### config.mk
export PLATFORM = sky130hd
export DESIGN_NAME = operand_fetch
export DESIGN_NICKNAME = d
export VERILOG_FILES = /design/src/rtl/operand_fetch.sv
export SDC_FILE = /design/constraint.sdc
export NUM_CORES = 1
export LEC_CHECK = 0
export CAP_MARGIN = 20
export CELL_PAD_IN_SITES_DETAIL_PLACEMENT = 0
export CELL_PAD_IN_SITES_GLOBAL_PLACEMENT = 2
export CORE_ASPECT_RATIO = 1.5
export CORE_MARGIN = 1.5
export CORE_UTILIZATION = 41
export DETAILED_ROUTE_END_ITERATION = 8
export PLACE_DENSITY = 0.76
export SYNTH_ARGS = -nofsm -noshare
export SYNTH_HDL_FRONTEND = slang
export SYNTH_SLANG_ARGS = --single-unit
### constraint.sdc
create_clock -name clk -period 4 [get_ports clk]
set_input_delay 0.8 -clock clk [delete_from_list [all_inputs] [get_ports clk]]
set_output_delay 0.8 -clock clk [all_outputs]
set_load 0.05 [all_outputs]
### src/rtl/operand_fetch.sv
`default_nettype none
// ============================================================================
// Module      : operand_fetch
// Description : Operand fetch stage. Holds an 8 x 8-bit register file, reads
//               rs1/rs2 for an accepted instruction (with same-cycle
//               writeback bypass) and presents the ALU operands through a
//               single-entry valid/ready output register.
// Revision    : 1.0 - initial release
// ============================================================================
module operand_fetch (
  input  logic       clk,
  input  logic       reset,
  input  logic       in_valid,
  output logic       in_ready,
  input  logic [8:0] instr,
  input  logic       wb_en,
  input  logic [2:0] wb_addr,
  input  logic [7:0] wb_data,
  output logic       out_valid,
  input  logic       out_ready,
  output logic [7:0] alu_in1,
  output logic [7:0] alu_in2,
  output logic [2:0] alu_op,
  output logic [2:0] alu_rd,
  output logic       illegal
);

  // Lowest opcode value flagged as illegal.
  localparam logic [2:0] c_first_illegal_op = 3'b100;

  logic [7:0] r_regs [0:7];
  logic       r_out_valid;
  logic [7:0] r_alu_in1;
  logic [7:0] r_alu_in2;
  logic [2:0] r_alu_op;
  logic [2:0] r_alu_rd;
  logic       r_illegal;

  logic [2:0] w_opcode;
  logic [2:0] w_rs1;
  logic [2:0] w_rs2;
  logic       w_accept;
  logic [7:0] w_op1;
  logic [7:0] w_op2;

  assign w_opcode = instr[8:6];
  assign w_rs1    = instr[5:3];
  assign w_rs2    = instr[2:0];

  // Single-entry output register: free when empty or draining this cycle.
  assign in_ready = !r_out_valid || out_ready;
  assign w_accept = in_valid && in_ready;

  // Write-through bypass so an operand never misses a same-cycle writeback.
  assign w_op1 = (wb_en && (wb_addr == w_rs1)) ? wb_data : r_regs[w_rs1];
  assign w_op2 = (wb_en && (wb_addr == w_rs2)) ? wb_data : r_regs[w_rs2];

  // Register file write port, driven only by writeback.
  always_ff @(posedge clk or posedge reset) begin
    if (reset) begin
      for (int i = 0; i < 8; i++) begin
        r_regs[i] <= '0;
      end
    end else if (wb_en) begin
      r_regs[wb_addr] <= wb_data;
    end
  end

  // Output register: load on accept, clear valid on drain without refill.
  always_ff @(posedge clk or posedge reset) begin
    if (reset) begin
      r_out_valid <= 1'b0;
      r_alu_in1   <= '0;
      r_alu_in2   <= '0;
      r_alu_op    <= '0;
      r_alu_rd    <= '0;
      r_illegal   <= 1'b0;
    end else if (w_accept) begin
      r_out_valid <= 1'b1;
      r_alu_in1   <= w_op1;
      r_alu_in2   <= w_op2;
      r_alu_op    <= w_opcode;
      r_alu_rd    <= w_rs1;
      r_illegal   <= (w_opcode >= c_first_illegal_op);
    end else if (r_out_valid && out_ready) begin
      r_out_valid <= 1'b0;
    end
  end

  assign out_valid = r_out_valid;
  assign alu_in1   = r_alu_in1;
  assign alu_in2   = r_alu_in2;
  assign alu_op    = r_alu_op;
  assign alu_rd    = r_alu_rd;
  assign illegal   = r_illegal;

endmodule
`default_nettype wire

# == Word level (Yosys, flattened, before mapping) ==
# Cells that the tools add are included.
# totals
inputBits,25
out_inout_bits,25
word_cells,45
reg_bits,88
# op_classes
order_cmp,5
eq_ne,2
bitwise,3
mux,13
reduce_logical,8
# op_table
cell,n
bitwise mux 64 bit,1
2-to-1 mux 8 bit,7
binary-select mux 8 bit (select 3 bit),2
demux 8 bit (select 3 bit),1
"greater-or-equal comparator 4 bit, second input constant",3
NOT 3 -> 4 bit,3
equality test 3 bit,2
logical AND 1 bit,5
"< comparator 4 x 1 -> 1 bit, second input constant",1
"greater-or-equal comparator 3 bit, second input constant",1
2-to-1 mux 1 bit,2
nonzero test 2 bit,1
zero test 1 bit,1
logical OR 1 bit,1

# == Logic depth before layout (Yosys ltp) ==
# Gate-level depths: netlist of run 1.
# depth
word_depth,6
mapped_depth,7
ltp_nobuf,4

# == Least setup slack after synthesis of run 1 ==
# No wires, ideal clock.
# synth_timing
path_kind,input -> register
start,input out_ready
end,"register r_alu_in1[0], in the netlist alu_in1[0]"
arrival_time_ns,2.222
path_stages,5
setup_slack_ns,1.653
required_ns,3.874
n_path_buf,2
setup_ns,0.126
cell_sequence,nand2b_1 nand2_1 buf_4 clkbuf_1 a221o_1
# synth_between
elab_chain_cells,2
# synth_rtl
element,line_no,rtl
from (decl),20,"input logic out_ready,"
logical OR 1 bit,51,assign in_ready = !r_out_valid || out_ready;
logical AND 1 bit,52,assign w_accept = in_valid && in_ready;
to (signal assigned),80,r_alu_in1 <= w_op1;
to (decl),33,logic [7:0] r_alu_in1;
# No other way between the ends.
# A chain may end at the register's enable or synchronous reset.

# == Final worst setup path of run 1 ==
# layout_timing
start,input out_ready
end,output in_ready
# layout_between
elab_chain_cells,1
# layout_rtl
element,line_no,rtl
logical OR 1 bit,51,
to (decl),14,"output logic in_ready,"
# No other way between the ends.

==> flow_summary.ini, run 1 <==
[run_status]
status = completed

[die]
rows = 47
die-area_um2 = 11920
core_area_um2 = 11000
dieHeight_um = 133.0
io_pins = 50
dieWidth_um = 89.66
initial_core_util = 0.4200

[logic_synthesis]
syn_avg_cell_area_um2 = 15.60
synthesis.nets = 321
synthCells = 296
syn-cell-area_um2 = 4618
yosysUniqueCellTypes = 25
yosys.area.top_type_share = 0.4768
synth_area_leaders = dfrtp_1 (48%), mux2_2 (17%), mux4_1 (13%)
synth_top_cell_by_area = dfrtp_1
synth-seq-cells = 88
ys.warnings.count = 0
ys_seq_area_frac = 0.4768

[sta]
tightest_slew_ps = 926.2
timing.setup.tns_ps = 0
fin_skew_ps = 7.297
hold_violations = 0
min_period_over_period = 0.7623
clock.fmax_mhz = 328.0
post-route-min-period_ps = 3049
holdWs_ps = 471.6
finalSetupViolCount = 0
rsz0062_at_grt = false
max-slew-margin-rel = 0.3792
slew_violations = 0

[cts]
clkTransAtPathRegs_ps = 60
cts_buffers = 9
cts_tree = yes
cts_sinks = 88
post_cts.repair.setup_buffers = 0
cts_root_buf = clkbuf_16
cts-resized-gates = 0
postCtsHoldBufs = 0
htreeDepth = 3
clk_path_buf_depth = 2
clk_latency_ps = 340

[setup_path]
rrSetupSlack_ps = 2180
crit_type = primary input to output pin
path_delay_family = buffers and inverters
cp.required_ps = 3200
crit_chain = clkdlybuf4s50_1 > nand2b_1 > clkdlybuf4s50_1
r2r_cells = 4
cp_max_fo = 4
crit_arrival_ps = 2250
crit_path_top_delay_cell = clkdlybuf4s50_1
cpPeakStageDelay_ps = 820
path_buf_inv = 2
r2r_start = out_valid$_DFFE_PP0P_
r2r_end = alu_in1[1]$_DFFE_PP0P_
end_kind = output pin
path_common_cell = clkdlybuf4s50_1
cp-start-kind = primary input

[placed_design]
post-dp-hpwl_mm = 7.101
gp_congestion = 0.7383
port_buffers = 49

[finish]
area_growth_pct = 18.56
diodes = 0
fin_util = 0.4979
drive_gt1_frac = 0.3256
nNetsFinal = 364

[detailed_routing]
avgViaCountPerCell = 5.570
wl_per_cell_um = 21.50
vias = 2735
drt_first_iter_violations = 149
postRouteAntennaNets = 0
wl_mm = 10.56
drcViolationCount = 0
drt_pass1_iterations = 4

[global_routing]
track_usage = 0.1890
grt_max_degree = 36
antenna_found_initial = 0
grt_pass1_wl_mm = 16.30
overflow = 0
first_global_vias = 2854

[power_and_ir_drop]
p_leak_nw = 2.286
vdd_drop_max_uv = 181.9
p_per_area_nw_per_um2 = 534.7

[min_path]
hp-class = register to register
min_from = illegal$_DFFE_PP0P_
holdPathEnd = illegal$_DFFE_PP0P_
hold_depth = 2

[flow_run]
cap_violations = 0
[kinds of logic after synthesis]
| kind of cell | Yosys count | synth area share |
|---|---|---|
| buffers and inverters | 31 | 0.04958 |
| DFF | 88 | 0.4768 |
| xor gates and xnor gates | 6 | 0.01138 |
| muxes | 117 | 0.3769 |
| AOI/OAI and AO/OA | 16 | 0.03468 |
| and+or+nand+nor | 38 | 0.05066 |
[where the power goes]
group | internal (mW) | switching [mW] | total, mW
logic | 0.425 | 0.414 | 0.839
registers | 1.09 | 0.132 | 1.22
clock network | 0.518 | 0.347 | 0.866
[Yosys cell counts]
master    instances
buf_1             8
dfrtp_1          88
nor3b_2           2
mux2_2           69
buf_4             4
inv_1             1
mux2i_1          16
nand4_1           1
nand2_1           6
nand4b_1          3
nor3_1           16
mux4_1           22
nand2b_1          3
nand3_1           1
clkbuf_1          3
clkbuf_8          2
nor2b_1           2
and4_1            2
xnor2_1           6
a221o_1          16
buf_12            2
nor3_2            2
buf_6             5
buf_2             6
mux4_2           10
[registers in the layout, indices dropped and copies added (netlist names)]
name / cells
r_regs: 64
alu_in1: 8
alu_in2: 8
alu_op: 3
alu_rd: 3
illegal: 1
out_valid: 1
[stage by stage]
step                cell area [um2]  total power [mW]  setup slack [ps]  instances
floorplan                      4618             1.831             921.4        296
global placement               5166             2.053             988.1        475
detailed placement             5166             2.085             938.2        475
CTS                            5475             2.954             939.5        491
global route                   5475             3.060             890.0        491
finish                         5475             2.928             950.9        491
[cell usage in the layout, fill, tap and decap left out, drive strengths merged, types with 2 or more instances in the layout]
cell,count
nand4b,3
mux2,69
nor2b,2
mux2i,16
nor3,18
clkbuf,12
nor3b,2
nand2,6
clkdlybuf4s50,49
buf,13
dfrtp,88
mux4,32
and4,2
clkinvlp,3
a221o,16
nand2b,3
xnor2,6
[area by class of cell]
class / instances / area, um2
sequential: 88 / 2202
timing repair buffer: 62 / 588.1
clock buffer: 12 / 256.5
fill: 969 / 5522
multi-input combinational: 177 / 2187
inverter: 1 / 5.005
clock inverter: 4 / 52.55
tap: 147 / 183.9
[how the worst max path moves through the flow]
stage                    from                endpoint  cells after the start
floorplan               reset  alu_in1[0]$_DFFE_PP0P_                      1
global placement    out_ready                in_ready                      3
detailed placement  out_ready                in_ready                      3
CTS                 out_ready                in_ready                      3
global route        out_ready                in_ready                      3
finish              out_ready                in_ready                      3
[worst reg2reg max path, stage by stage (launching register included)]
cell and delay [ps]:
dfrtp_1 380, nand2b_1 140, nand2_1 380, nor2b_1 620, a221o_1 240
[routing by layer]
| layer | GRT usage | vias to the layer above | wire [um] |
|---|---|---|---|
| met5 | 0 | - | 0 |
| met4 | 0.06068 | 0 | 149 |
| met3 | 0.03369 | 8 | 317 |
| met2 | 0.3246 | 54 | 5544 |
| met1 | 0.2358 | 1419 | 4546 |
| li1 | - | 1254 | - |
(Power assumes the default switching activity.)
==> run 2: changes to the inputs <==
Clock period 4 ns to 2.85 ns, I/O delays scaled along.
==> run 2 against run 1 <==
Effect of this change:
- final cell count rose by 1.6%
- non-clock buffer count rose by 8
- clock skew fell by 1.7 ps
- worst setup slack worse by 400 ps
- core utilization up 1.2 points
- count of clock-buffer cells in the layout fell by 1
- routed wire length barely moved
- combinational power up 42%
- worst hold slack about the same
- clock power grew 56%
- largest cell class unchanged
==> flow_summary.ini, run 2 (synthesis results as in run 1) <==
[global_routing]
first_global_vias = 2936
overflow = 0
antenna_found_initial = 0
grt_max_degree = 89
grt_pass1_wl_mm = 16.59
track_usage = 0.1919

[sta]
max-slew-margin-rel = 0.5635
finalSetupViolCount = 0
tightest_slew_ps = 653.4
final.setup.worst_slack_ps = 550.8
holdWs_ps = 471.9
min_period_over_period = 0.8067
post-route-min-period_ps = 2299
timing.setup.tns_ps = 0
clock.fmax_mhz = 434.9
rsz0062_at_grt = false
slew_violations = 0
hold_violations = 0
fin_skew_ps = 5.629

[detailed_routing]
drt_pass1_iterations = 4
drt_first_iter_violations = 136
avgViaCountPerCell = 5.613
drcViolationCount = 0
vias = 2801
wl_mm = 10.56
postRouteAntennaNets = 0
wl_per_cell_um = 21.16

[finish]
diodes = 0
area_growth_pct = 21.43
layout_common_cells = dfrtp_1 (88), mux2_2 (69), clkdlybuf4s50_1 (48)
layout_commonest_cell = dfrtp_1
nNetsFinal = 372
fillers = 1001
drive_gt1_frac = 0.3438
largest_register_ffs = 64
fin_util = 0.5100
design_area_um2 = 5608
regMostFlops = r_regs

[cts]
cts-resized-gates = 0
cts_buffers = 9
cts_sinks = 88
clkTransAtPathRegs_ps = 60
cts_root_buf = clkbuf_16
post_cts.repair.setup_buffers = 0
cts_tree = yes
clk_path_buf_depth = 2
htreeDepth = 3
clk_latency_ps = 340
postCtsHoldBufs = 0

[setup_path]
cp.required_ps = 3080
crit_arrival_ps = 2530
cp_max_fo = 12
cp-start-kind = primary input
end_kind = register
crit_type = primary input to register

[die]
rows = 47
io_pins = 50
dieWidth_um = 89.66
initial_core_util = 0.4200
core_area_um2 = 11000
die-area_um2 = 11920
dieHeight_um = 133.0

[power_and_ir_drop]
p_leak_nw = 2.366
vdd_drop_max_uv = 274.9
p_per_area_nw_per_um2 = 760.6

[flow_run]
cap_violations = 0

[placed_design]
post-dp-hpwl_mm = 7.065
placedInstanceArea_um2 = 5261
dp_slack_ps = 224.9
port_buffers = 49
gp_congestion = 0.7145

[run_status]
status = completed

[min_path]
hp-class = register to register
[run 2: cell count changes in the layout (fill, tap and decap cells not counted)]
cell,delta
buf_4,+6
buf_12,+3
clkinvlp_4,-3
bufinv_16,+2
clkbuf_8,-1
clkdlybuf4s50_1,-1
clkinv_2,+1
clkinv_4,+1
[run 2: per-layer routing]
| layer | wire length, um | GRT usage | vias up | share of wire |
|---|---|---|---|---|
| met5 | 0 | 0 | - | 0 |
| met2 | 5710 | 0.3321 | 47 | 0.54 |
| met1 | 4389 | 0.2411 | 1466 | 0.42 |
| met4 | 156 | 0.06154 | 0 | 0.015 |
| met3 | 302 | 0.02807 | 10 | 0.029 |
| li1 | - | - | 1278 | - |
[run 2: worst paths after layout]
path                                         from                endpoint  slack, ps  depth (start not counted)
max                                      instr[5]  alu_in1[0]$_DFFE_PP0P_        550                          6
min                           illegal$_DFFE_PP0P_     illegal$_DFFE_PP0P_        470                          2
max reg2reg                r_regs[32]$_DFFE_PP0P_  alu_in1[0]$_DFFE_PP0P_       1210                          4
min reg2reg                   illegal$_DFFE_PP0P_     illegal$_DFFE_PP0P_        470                          2
max in group asynchronous                   reset  r_regs[33]$_DFFE_PP0P_       1820                          3
min in group asynchronous                   reset   alu_op[0]$_DFFE_PP0P_        650                          3
[run 2: through the flow]
| step | total power, mW | cells |
|---|---|---|
| 6_report | 4.265 | 499 |
| 5_1_grt | 4.465 | 499 |
| 4_1_cts | 4.308 | 499 |
| 3_5_place_dp | 2.944 | 483 |
| 3_3_place_gp | 2.894 | 483 |
| 2_1_floorplan | 2.570 | 296 |
[run 2: power by group]
group          switching [mW]  leakage, nW  internal [mW]
Sequential              0.186         1.06           1.53
Clock                   0.473        0.170          0.880
Combinational           0.587         1.13          0.608
Total                    1.25         2.37           3.02
[run 2: area by class of cell]
| class | count | area [um2] | share of cell area |
|---|---|---|---|
| well taps | 147 | 183.9 | 0.03280 |
| flip-flops and latches | 88 | 2202 | 0.3927 |
| clock buffers | 11 | 242.7 | 0.04328 |
| repair buffers | 70 | 683.2 | 0.1218 |
| inverters | 1 | 5.005 | 0.0008925 |
| multi-input cells | 177 | 2187 | 0.3900 |
| clock inverters | 5 | 103.9 | 0.01852 |
[run 2: critical path: stages]
cell and delay, ps:
clkdlybuf4s50_1 700, buf_4 310, mux4_1 340, mux2i_1 250
nor3_1 80, a221o_1 260
==> run 3: changes to the inputs <==
Clock period 2.85 ns to 2.3 ns, I/O delays scaled along.
==> run 3 against run 2 <==
Effect of this change:
- clock power hardly changed
- critical path type unchanged
- first-iteration DRC count decreased by 5.9%
- count of clock-buffer cells in the layout is 1 higher
- combinational power rose by 26%
- cell area is 0.49% higher
- core utilization increased by 0.25 points
- sequential power rose by 23%
- flip-flop and latch count stayed put
- critical path depth unchanged
- global-route usage increased by 0.094 points
- worst hold slack better by 9.3 ps
- largest cell class unchanged
- worst setup slack worse by 320 ps
==> flow_summary.ini, run 3 (synthesis results as in run 1) <==
[sta]
final.setup.worst_slack_ps = 234.7
hold_violations = 0
fin_skew_ps = 3.353
finalSetupViolCount = 0
tightest_slew_ps = 650.6
timing.setup.tns_ps = 0
max-slew-margin-rel = 0.5654
rsz0062_at_grt = false
slew_violations = 0
min_period_over_period = 0.8980
post-route-min-period_ps = 2065
clock.fmax_mhz = 484.2

[cts]
clk_latency_ps = 340
cts_root_buf = clkbuf_16
postCtsHoldBufs = 0
htreeDepth = 3
cts_buffers = 9
cts_tree = yes
cts-resized-gates = 0
clkTransAtPathRegs_ps = 60
post_cts.repair.setup_buffers = 0
cts_sinks = 88
clk_path_buf_depth = 2

[detailed_routing]
wl_per_cell_um = 20.75
wl_mm = 10.50
avgViaCountPerCell = 5.579
drt_first_iter_violations = 128
drt_pass1_iterations = 4
vias = 2823
postRouteAntennaNets = 0
drcViolationCount = 0

[power_and_ir_drop]
swShare = 0.3063
p_leak_nw = 2.378
pwr-share-clk = 0.272
p_int_mw = 3.447
switchingPower_mw = 1.522
comb_power_share = 0.302
pwr-share-seq = 0.426
vdd_drop_max_uv = 377.2
p_per_area_nw_per_um2 = 881.8

[finish]
largest_register_ffs = 64
nNetsFinal = 380
layout_commonest_cell = dfrtp_1
regMostFlops = r_regs
area_growth_pct = 22.03
layout_common_cells = dfrtp_1 (88), mux2_2 (69), clkdlybuf4s50_1 (48)
drive_gt1_frac = 0.3565
diodes = 0

[placed_design]
gp_congestion = 0.7407
post-dp-hpwl_mm = 7.186
dp_slack_ps = -107.7
port_buffers = 49

[die]
dieHeight_um = 133.0
rows = 47
die-area_um2 = 11920
io_pins = 50
dieWidth_um = 89.66
initial_core_util = 0.4200
core_area_um2 = 11000

[min_path]
min_from = illegal$_DFFE_PP0P_
hp-class = register to register
hold_depth = 2
holdPathEnd = illegal$_DFFE_PP0P_

[global_routing]
met3_usage = 0.03618
first_global_vias = 2920
grtUsageMet1 = 0.2456
overflow = 0
use_met2 = 0.3209
track_usage = 0.1929
antenna_found_initial = 0
grt_max_degree = 89
grt_pass1_wl_mm = 16.53
top_usage_layer = met2

[setup_path]
cp.required_ps = 2520
end_kind = register
r2r_end = alu_in2[6]$_DFFE_PP0P_
crit_start = instr[3]
crit_arrival_ps = 2290
r2r_start = r_regs[30]$_DFFE_PP0P_
r2r_cells = 4
cp_max_fo = 17
rrSetupSlack_ps = 720
crit_type = primary input to register
cp-start-kind = primary input

[flow_run]
cap_violations = 0

[run_status]
status = completed
-- run 3: per-stage QoR --
step                  util  cells  power [mW]  hold WS [ps]  area (um2)
finish              0.5125    506       4.969         481.2        5635
global route        0.5125    506       5.220         516.5        5635
CTS                 0.5125    506       5.016         481.4        5635
detailed placement  0.4875    491       3.662         466.9        5361
global placement    0.4875    491       3.612         466.6        5361
floorplan                -    296       3.185         484.9        4622
-- run 3: critical path: stages --
cell and delay, ps:
clkdlybuf4s50_1 510, buf_12 190, mux4_1 570, mux2i_1 220
nor3_1 70, a221o_1 260
-- run 3: layer usage --
layer	vias to the layer above	part of all wire
met5	-	0
met4	0	0.017
met3	11	0.028
met2	47	0.53
met1	1482	0.42
li1	1283	-
-- run 3: worst max-delay path by stage --
stage                     cells after the start  slack (ps)                endpoint
after global routing                          6         120  alu_in2[5]$_DFFE_PP0P_
after floorplan                               5         150  alu_in2[0]$_DFFE_PP0P_
after CTS                                     6         240  alu_in1[0]$_DFFE_PP0P_
after detailed placement                      6        -110  alu_in2[1]$_DFFE_PP0P_
final                                         6         230  alu_in1[1]$_DFFE_PP0P_
after global placement                        6        -100  alu_in2[1]$_DFFE_PP0P_
-- run 3: power by group through the flow --
stage                     Clock, mW  Sequential [mW]  Combinational [mW]
after global placement            0             2.13                1.49
after global routing           1.45             2.17                1.60
final                          1.35             2.12                1.50
after CTS                      1.38             2.12                1.52
after floorplan                   0             2.42               0.762
after detailed placement          0             2.15                1.51
-- run 3: layout make-up --
class,instances,area [um2]
fillers,965,5361
well taps,147,183.9
clock buffers,12,256.5
clock inverters,3,17.52
flip-flops and latches,88,2202
inverters,1,7.507
repair buffers,78,780.7
multi-input cells,177,2187
